==> src/rtl/calculator_core.sv <==
// calculator_core: four-button / four-slider accumulator calculator.
// Buttons are debounced levels. Each one is edge-detected against a registered
// history, so one press gives one event however long the button is held.
// Optional feature: define CALC_SATURATE_EN to clamp the result on signed
// overflow instead of wrapping modulo 2^WIDTH.
module calculator_core #(
  parameter int WIDTH = 8
) (
  input  logic             clk,
  input  logic             reset,
  input  logic             button_clr,
  input  logic             button_ent,
  input  logic             button_add,
  input  logic             button_sub,
  input  logic             slider_1,
  input  logic             slider_2,
  input  logic             slider_3,
  input  logic             slider_4,
  output logic [WIDTH-1:0] result,
  output logic [3:0]       operand,
  output logic             op_sub,
  output logic             overflow,
  output logic             result_valid,
  output logic [1:0]       state
);

  localparam logic [1:0] IDLE   = 2'd0;
  localparam logic [1:0] READY  = 2'd1;
  localparam logic [1:0] OP_SEL = 2'd2;
  localparam logic [1:0] EXEC   = 2'd3;

  localparam logic [WIDTH-1:0] S_MAX = {1'b0, {(WIDTH-1){1'b1}}};
  localparam logic [WIDTH-1:0] S_MIN = {1'b1, {(WIDTH-1){1'b0}}};

  logic [1:0]       state_q, state_nx;
  logic [3:0]       btn_lvl, btn_hist, evt;
  logic             first_smp;
  logic             clr_e, ent_e, add_e, sub_e;
  logic [3:0]       b_q;
  logic [WIDTH:0]   a_x, b_x, sum;
  logic             ovf_det;
  logic [WIDTH-1:0] res_nx;

  assign operand = {slider_4, slider_3, slider_2, slider_1};
  assign btn_lvl = {button_clr, button_ent, button_add, button_sub};

  // Button history. The first sample after reset only loads the history, so a
  // button held through reset release is not seen as a fresh press.
  always_ff @(posedge clk or negedge reset) begin
    if (!reset) begin
      btn_hist  <= '0;
      first_smp <= 1'b1;
    end else begin
      btn_hist  <= btn_lvl;
      first_smp <= 1'b0;
    end
  end

  assign evt = btn_lvl & ~btn_hist & {4{~first_smp}};
  assign clr_e = evt[3];
  assign ent_e = evt[2];
  assign add_e = evt[1];
  assign sub_e = evt[0];

  // Signed add/sub one bit wider; the overflow is where the top two bits disagree.
  // B is a zero-extended nibble, so it is always non-negative.
  assign a_x = {result[WIDTH-1], result};
  assign b_x = {{(WIDTH-3){1'b0}}, b_q};
  assign sum = op_sub ? (a_x - b_x) : (a_x + b_x);
  assign ovf_det = sum[WIDTH] ^ sum[WIDTH-1];

`ifdef CALC_SATURATE_EN
  assign res_nx = ovf_det ? (sum[WIDTH] ? S_MIN : S_MAX) : sum[WIDTH-1:0];
`else
  assign res_nx = sum[WIDTH-1:0];
`endif

  // FSM state register
  always_ff @(posedge clk or negedge reset) begin
    if (!reset) state_q <= IDLE;
    else        state_q <= state_nx;
  end

  // FSM next state: clr overrides everything, and EXEC always lasts one cycle
  always_comb begin
    state_nx = state_q;
    if (clr_e) state_nx = IDLE;
    else begin
      case (state_q)
        IDLE:    if (ent_e) state_nx = READY;
        READY:   if (add_e || sub_e) state_nx = OP_SEL;
        OP_SEL:  if (ent_e) state_nx = EXEC;
        default: state_nx = READY;
      endcase
    end
  end

  // FSM outputs
  always_comb begin
    state = state_q;
  end

  // Datapath: accumulator, operand B, operation select, sticky overflow, valid pulse
  always_ff @(posedge clk or negedge reset) begin
    if (!reset) begin
      result       <= '0;
      b_q          <= '0;
      op_sub       <= 1'b0;
      overflow     <= 1'b0;
      result_valid <= 1'b0;
    end else begin
      result_valid <= 1'b0;
      if (clr_e) begin
        result   <= '0;
        overflow <= 1'b0;
        op_sub   <= 1'b0;
      end else begin
        case (state_q)
          IDLE: if (ent_e) begin
            result   <= {{(WIDTH-4){1'b0}}, operand};
            overflow <= 1'b0;
          end
          READY, OP_SEL: begin
            // add wins over a simultaneous sub
            if (add_e)      op_sub <= 1'b0;
            else if (sub_e) op_sub <= 1'b1;
            if (state_q == OP_SEL && ent_e) b_q <= operand;
          end
          default: begin
            result       <= res_nx;
            overflow     <= overflow | ovf_det;
            result_valid <= 1'b1;
          end
        endcase
      end
    end
  end

endmodule

==> config.mk <==
export PLATFORM = sky130hd
export DESIGN_NAME = calculator_core
export DESIGN_NICKNAME = d
export VERILOG_FILES = /design/src/rtl/calculator_core.sv
export SDC_FILE = /design/constraint.sdc
export NUM_CORES = 1
export LEC_CHECK = 0
export BUFFER_PORTS_ARGS = -buffer_cell sky130_fd_sc_hd__buf_2
export CORE_MARGIN = 5
export CORE_UTILIZATION = 50
export DETAILED_ROUTE_END_ITERATION = 16
export PLACE_DENSITY = 0.78
export SYNTH_ARGS = -nofsm -noshare
export SYNTH_HDL_FRONTEND = slang
export SYNTH_SLANG_ARGS = --single-unit
==> constraint.sdc <==
create_clock -name clk -period 2.25 [get_ports clk]
set_input_delay 0.1125 -clock clk [delete_from_list [all_inputs] [get_ports clk]]
set_output_delay 0.1125 -clock clk [all_outputs]
set_load 0.1 [all_outputs]
==> flow_metrics.tcl, run 1 <==
set metrics [dict create \
    portBuffers 26 \
    area_growth_pct 28.3 \
    slew_headroom_pct 66.1 \
    hp-start "slider_4" \
    worst_pin_slew_ns 0.509 \
    cts_root_buffer "clkbuf_4" \
    slew_violations 0 \
    fin_crit_sh_pct 105 \
    coreArea_um2 2810 \
    hold_path_end "b_q[3]" \
    clock_path_buffers 2 \
    hold_viol_final 0 \
    instances_no_fill 216 \
    tritoncts "built" \
    initial_core_util_pct 52.6 \
    fill_cells 223 \
    clk_pin_slew_ns 0.13 \
    dr.pass1.iters 4 \
    clk_latency_ns 0.31 \
    drt-wirelength-per-cell_um 15.3 \
    clkSinkCount 22 \
    synth_ff_type "dfrtp_1" \
    crit_path_cell_trace "nor3_2 -> ha_1 -> mux2i_1 -> ha_1 -> a21o_1 -> a21oi_2 -> nor3b_1 -> or3_4 -> xnor2_1 -> o31ai_1" \
    drt_iter0_drc 33 \
    fp.dieH_um 64.3 \
    antennaDiodeCount 0 \
    yosysUniqueCellTypes 39 \
    fin_ws_ns -0.111 \
    yosysTopAreaCell "dfrtp_1" \
    cap_violations 0 \
    dp.cells 202 \
    grt_max_degree 23 \
    r2r-end "overflow" \
    drive_gt1_share_pct 41.6 \
    grt_usage_pct 17.2 \
    die_x_um 64.3 \
    slowest_delay_ns 0.43 \
    synth_top_area_share_pct 35.6 \
    critPathKind "reg2reg" \
    crit_buf_inv 0 \
    async_flop_share_pct 100 \
    fmax_ghz 0.424 \
    critPathRequiredTime_ns 2.48 \
    crit_arrival_ns 2.60 \
    hold_depth 2 \
    violations "setup timing" \
    routed_wl_um 3310 \
    synth_fp_nets 169 \
    ys_seq_area_share_pct 37.4 \
    synth_edf_count 0 \
    rrSetupSlack_ns -0.11 \
    finalSetupViolations 2 \
    dp_hpwl_um 2520 \
    worstReg2RegStart "b_q[1]" \
    crit_cells 10 \
    cts_made_buffers 3 \
    crit_path_max_fanout 3 \
    syn_avg_cell_area_um2 10.3 \
    antenna_found_initial 0 \
    worst_path_most_repeated_cell "ha_1" \
    grt_pass1_wl_um 5650 \
    netlist_instances 143 \
    drc 0 \
    cp_slowest_cell "dfrtp_1" \
    status "complete, but fails checks" \
    fin_crit_ns 2.36 \
    place_congestion 0.824 \
    grt_pass1_vias 1223 \
    viasPerCell 5.52 \
    overflow 0 \
    crit_family "simple AND/OR/NAND/NOR gates" \
    cts_htree_levels 1 \
    rr_worst_depth 10 \
    hp-class "in2reg" \
    rsz0062_at_grt "yes" \
    die_area_um2 4140 \
    ys_ff_latch 22 \
    fin_skew_ns 0.0161 \
    mappedNetlistArea_um2 1480 \
    nets 212 \
    cp-start-kind "flip-flop" \
    routed-via-count 1193 \
    synthTopCellsByArea "dfrtp_1, ha_1, xnor2_1" \
    crit_path_end_kind "flip-flop" \
    ant_nets 0 \
    row_count 19 \
    ios 27 \
    yosysWarnings 0 \
]
-- layout by cell type (no fill, tap or decap), types with 2 or more instances in the layout --
master         synthesis  routed
a21o_1                 6       5
buf_2                  1      26
a21oi_1                8       7
o31ai_1                5       5
dfrtp_1               21      17
nor2_1                10       8
nand2_1                6       6
mux2_2                 5       5
dfrtp_2                0       3
nand2b_1               7       7
buf_4                  4      14
o21ai_0                5       4
o21ai_2                1       2
ha_1                  15      11
nand3_1                2       2
mux2i_1                3       2
inv_1                  7       6
clkbuf_4               0       3
nor2b_1                2       2
ha_4                   0       3
or2_2                  2       2
dlygate4sd3_1          0       5
xnor2_1                7       6
o21a_1                 2       2
a22o_1                 6       6
-- per-layer routing --
metal / track usage (%) / part of all wire [%] / routed length [µm] / up-vias
met4: 3.43 / 0.45 / 15 / 0
met3: 4.20 / 4.2 / 140 / 2
met2: 28.6 / 48 / 1600 / 26
met5: 0 / 0 / 0 / -
li1: - / - / - / 590
met1: 22.7 / 47 / 1550 / 575
-- worst register-to-register path: cells and delay by family, from the launching register on --
kind	cells	cell delay, ns
flip-flops	1	0.43
XOR/XNOR	1	0.13
AO/OA/AOI/OAI	3	0.38
AND/OR/NAND/NOR	3	0.77
multiplexers	1	0.13
adder cells (fa/ha/maj)	2	0.45
-- state kept, by name, summed over array words and instances, names as in the netlist --
signal and count:
b_q 4, btn_hist 4, first_smp 1, op_sub 1
overflow 1, result 8, result_valid 1, state 2
-- through the flow --
step	instance area, µm²	utilization [%]	TNS [ns]	hold slack, ns	worst slack, ns
floorplan	1520	-	-0.231	-0.183	-0.126
global placement	1700	60.7	-0.123	0.0989	-0.0821
detailed placement	1700	60.7	-0.461	0.110	-0.243
CTS	1870	66.7	-0.209	0.0497	-0.154
global route	1890	67.5	-0.461	0.0348	-0.225
finish	1890	67.5	-0.174	0.0501	-0.111
-- repair_timing --
item                                    in CTS  in global routing
hold endpoints to repair                    25                  0
setup buffers                                4                  1
resized for setup                            9                  6
pin swaps                                    9                  2
endpoints found under the setup margin       5                  4
hold buffers                                 5                  0
-- kinds of logic after synthesis --
kind of cell / share of synthesized area [%]
other cells: 0.254
xor+xnor: 4.75
flops: 37.4
simple gates: 12.7
fa+ha+maj: 14.1
buf+inv: 5.17
compound gates: 19.8
mux: 5.85
-- synthesized netlist by cell type, types with 2 or more instances --
cell	n
o31ai_1	5
mux2_2	5
nand2_1	6
nand3_1	2
or2_2	2
dfrtp_1	21
mux2i_1	3
buf_4	4
a21oi_1	8
o21a_1	2
nor2b_1	2
nor2_1	10
o21ai_0	5
a21o_1	6
nand2b_1	7
xnor2_1	7
a22o_1	6
ha_1	15
inv_1	7
-- layout make-up --
class                   count  area [µm²]  area share, %
flip-flops and latches     22         559           29.5
inverters                   7        26.3           1.39
well taps                  31        38.8           2.05
repair buffers             45         285           15.1
clock buffers               4        36.3           1.92
multi-input cells         107         948           50.1
-- how the worst max path moves through the flow --
stage                to    from  slack [ns]
2_1_floorplan  overflow  op_sub       -0.13
3_3_place_gp   overflow  b_q[0]       -0.08
3_5_place_dp   overflow  b_q[1]       -0.24
4_1_cts        overflow  b_q[1]       -0.15
5_1_grt        overflow  b_q[1]       -0.22
6_report       overflow  b_q[1]       -0.11
Power of run 1 is not shown: default switching activity piles up to over one toggle a cycle in this logic, so the estimate is an artifact.
==> run 2, diff against run 1 <==
--- a/config.mk
+++ b/config.mk
@@ -7,9 +7,9 @@
 export LEC_CHECK = 0
 export BUFFER_PORTS_ARGS = -buffer_cell sky130_fd_sc_hd__buf_2
 export CORE_MARGIN = 5
-export CORE_UTILIZATION = 50
+export CORE_UTILIZATION = 34
 export DETAILED_ROUTE_END_ITERATION = 16
-export PLACE_DENSITY = 0.78
+export PLACE_DENSITY = 0.57
 export SYNTH_ARGS = -nofsm -noshare
 export SYNTH_HDL_FRONTEND = slang
 export SYNTH_SLANG_ARGS = --single-unit
==> run 2 against run 1 <==
  * Wire length increased by 6.0%
  * Final cell count increased by 13%
  * Highest routed layer unchanged
  * Utilization shrank 21 points
  * Global-route usage decreased by 3.9 points
  * The run still ends with setup timing left
  * Worst hold slack improved by 0.069 ns
  * Critical path type unchanged
==> flow_metrics.tcl, run 2 (synthesis results as in run 1) <==
set metrics [dict create \
    clkSinkCount 22 \
    slew_violations 0 \
    cts_htree_levels 1 \
    crit_arrival_ns 2.52 \
    ios 27 \
    dp_hpwl_um 2770 \
    dpl_cell_area_um2 1780 \
    worst_pin_slew_ns 0.513 \
    row_count 24 \
    grt_pass1_vias 1307 \
    final_common_cell "buf_2" \
    nets 218 \
    dp.cells 230 \
    grt_usage_pct 13.3 \
    largest_registers "result: 8 flops, b_q: 4 flops, btn_hist: 4 flops" \
    regMostFlops "result" \
    fin_crit_ns 2.35 \
    overflow 0 \
    fp.dieH_um 75.9 \
    cts_made_buffers 3 \
    rrSetupSlack_ns -0.1 \
    largest_register_ffs 8 \
    fin_crit_sh_pct 104 \
    fmax_ghz 0.426 \
    viasPerCell 5.03 \
    crit_path_max_fanout 4 \
    drt_iter0_drc 48 \
    coreArea_um2 4290 \
    critPathKind "reg2reg" \
    drive_gt1_share_pct 42.9 \
    crit_path_end_kind "flip-flop" \
    rsz0062_at_grt "yes" \
    finalSetupViolations 3 \
    routed-via-count 1222 \
    mostFrequentLayoutCells "buf_2, buf_4, dfrtp_1, ha_1, nor2_1" \
    die_area_um2 5760 \
    area_growth_pct 34.5 \
    hp-class "in2reg" \
    grt_pass1_wl_um 5920 \
    hold_viol_final 0 \
    slew_headroom_pct 65.8 \
    cts_root_buffer "clkbuf_8" \
    fin_skew_ns 0.00668 \
    final.setup.tns_ns -0.133 \
    antennaDiodeCount 0 \
    antenna_found_initial 0 \
    drc 0 \
    place_congestion 0.833 \
    status "complete, but fails checks" \
    cp-start-kind "flip-flop" \
    portBuffers 26 \
    violations "setup timing" \
    tritoncts "built" \
    fin_ws_ns -0.0999 \
    grt_max_degree 23 \
    critPathRequiredTime_ns 2.42 \
    drt-wirelength-per-cell_um 14.4 \
    die_x_um 75.9 \
    clk_pin_slew_ns 0.08 \
    clock_path_buffers 2 \
    final_cell_area_um2 1990 \
    clk_latency_ns 0.26 \
    ant_nets 0 \
    dr.pass1.iters 4 \
    whs_ns 0.119 \
    instances_no_fill 243 \
    routed_wl_um 3500 \
    initial_core_util_pct 34.4 \
    cap_violations 0 \
]
-- run 2: cell count changes in the layout (fill, tap and decap cells not counted), moves of 2 or more --
cell      before  now
buf_4         14   18
buf_6          0    2
clkbuf_4       3    0
clkbuf_8       1    3
-- run 2: layout make-up --
cell class,count,area [µm²]
inverters,7,26.3
fillers,404,2310
flip-flops and latches,22,561
repair buffers,51,338
multi-input cells,107,951
clock buffers,4,45.0
well taps,52,65.1
-- run 2: what timing repair did --
| action | CTS | global route |
|---|---|---|
| endpoints found under the setup margin | 5 | 6 |
| gates cloned | 0 | 0 |
| gates resized for setup | 11 | 6 |
| hold endpoints to repair | 25 | 0 |
| pin swaps | 5 | 6 |
| buffers inserted | 0 | 4 |
| hold buffers | 5 | 0 |
-- run 2: final timing paths --
| kind | cells after the start | endpoint | startpoint |
|---|---|---|---|
| setup reg to reg | 10 | overflow | b_q[1] |
| hold reg to reg | 2 | overflow | overflow |
| max in group asynchronous | 2 | op_sub | reset |
| hold / removal | 2 | b_q[2] | slider_3 |
| min in group asynchronous | 2 | result[0] | reset |
| setup / recovery | 10 | overflow | b_q[1] |
-- run 2: routing by layer --
| layer | vias to the layer above | track usage [%] | part of all wire [%] |
|---|---|---|---|
| met1 | 605 | 17.2 | 45 |
| met5 | - | 0 | 0 |
| met4 | 0 | 3.69 | 0.40 |
| li1 | 597 | - | - |
| met2 | 18 | 22.8 | 52 |
| met3 | 2 | 1.98 | 2.7 |
-- run 2: per-stage QoR --
step                      utilization (%)  setup slack, ns
final                                46.2          -0.0999
after CTS                            45.1           -0.124
after detailed placement             41.5           -0.238
after global placement               41.5           -0.155
after floorplan                         -           -0.126
after global routing                 46.2           -0.268
-- run 2: worst max-delay path: stages, from the launching register on --
cell,delay [ns]
dfrtp_2,0.40
inv_1,0.08
ha_4,0.18
a21o_4,0.23
ha_4,0.23
a21o_1,0.16
a21oi_2,0.13
o221ai_1,0.11
or3_4,0.41
xnor2_1,0.14
o31ai_1,0.18
Power of run 2 is left out for the same reason.
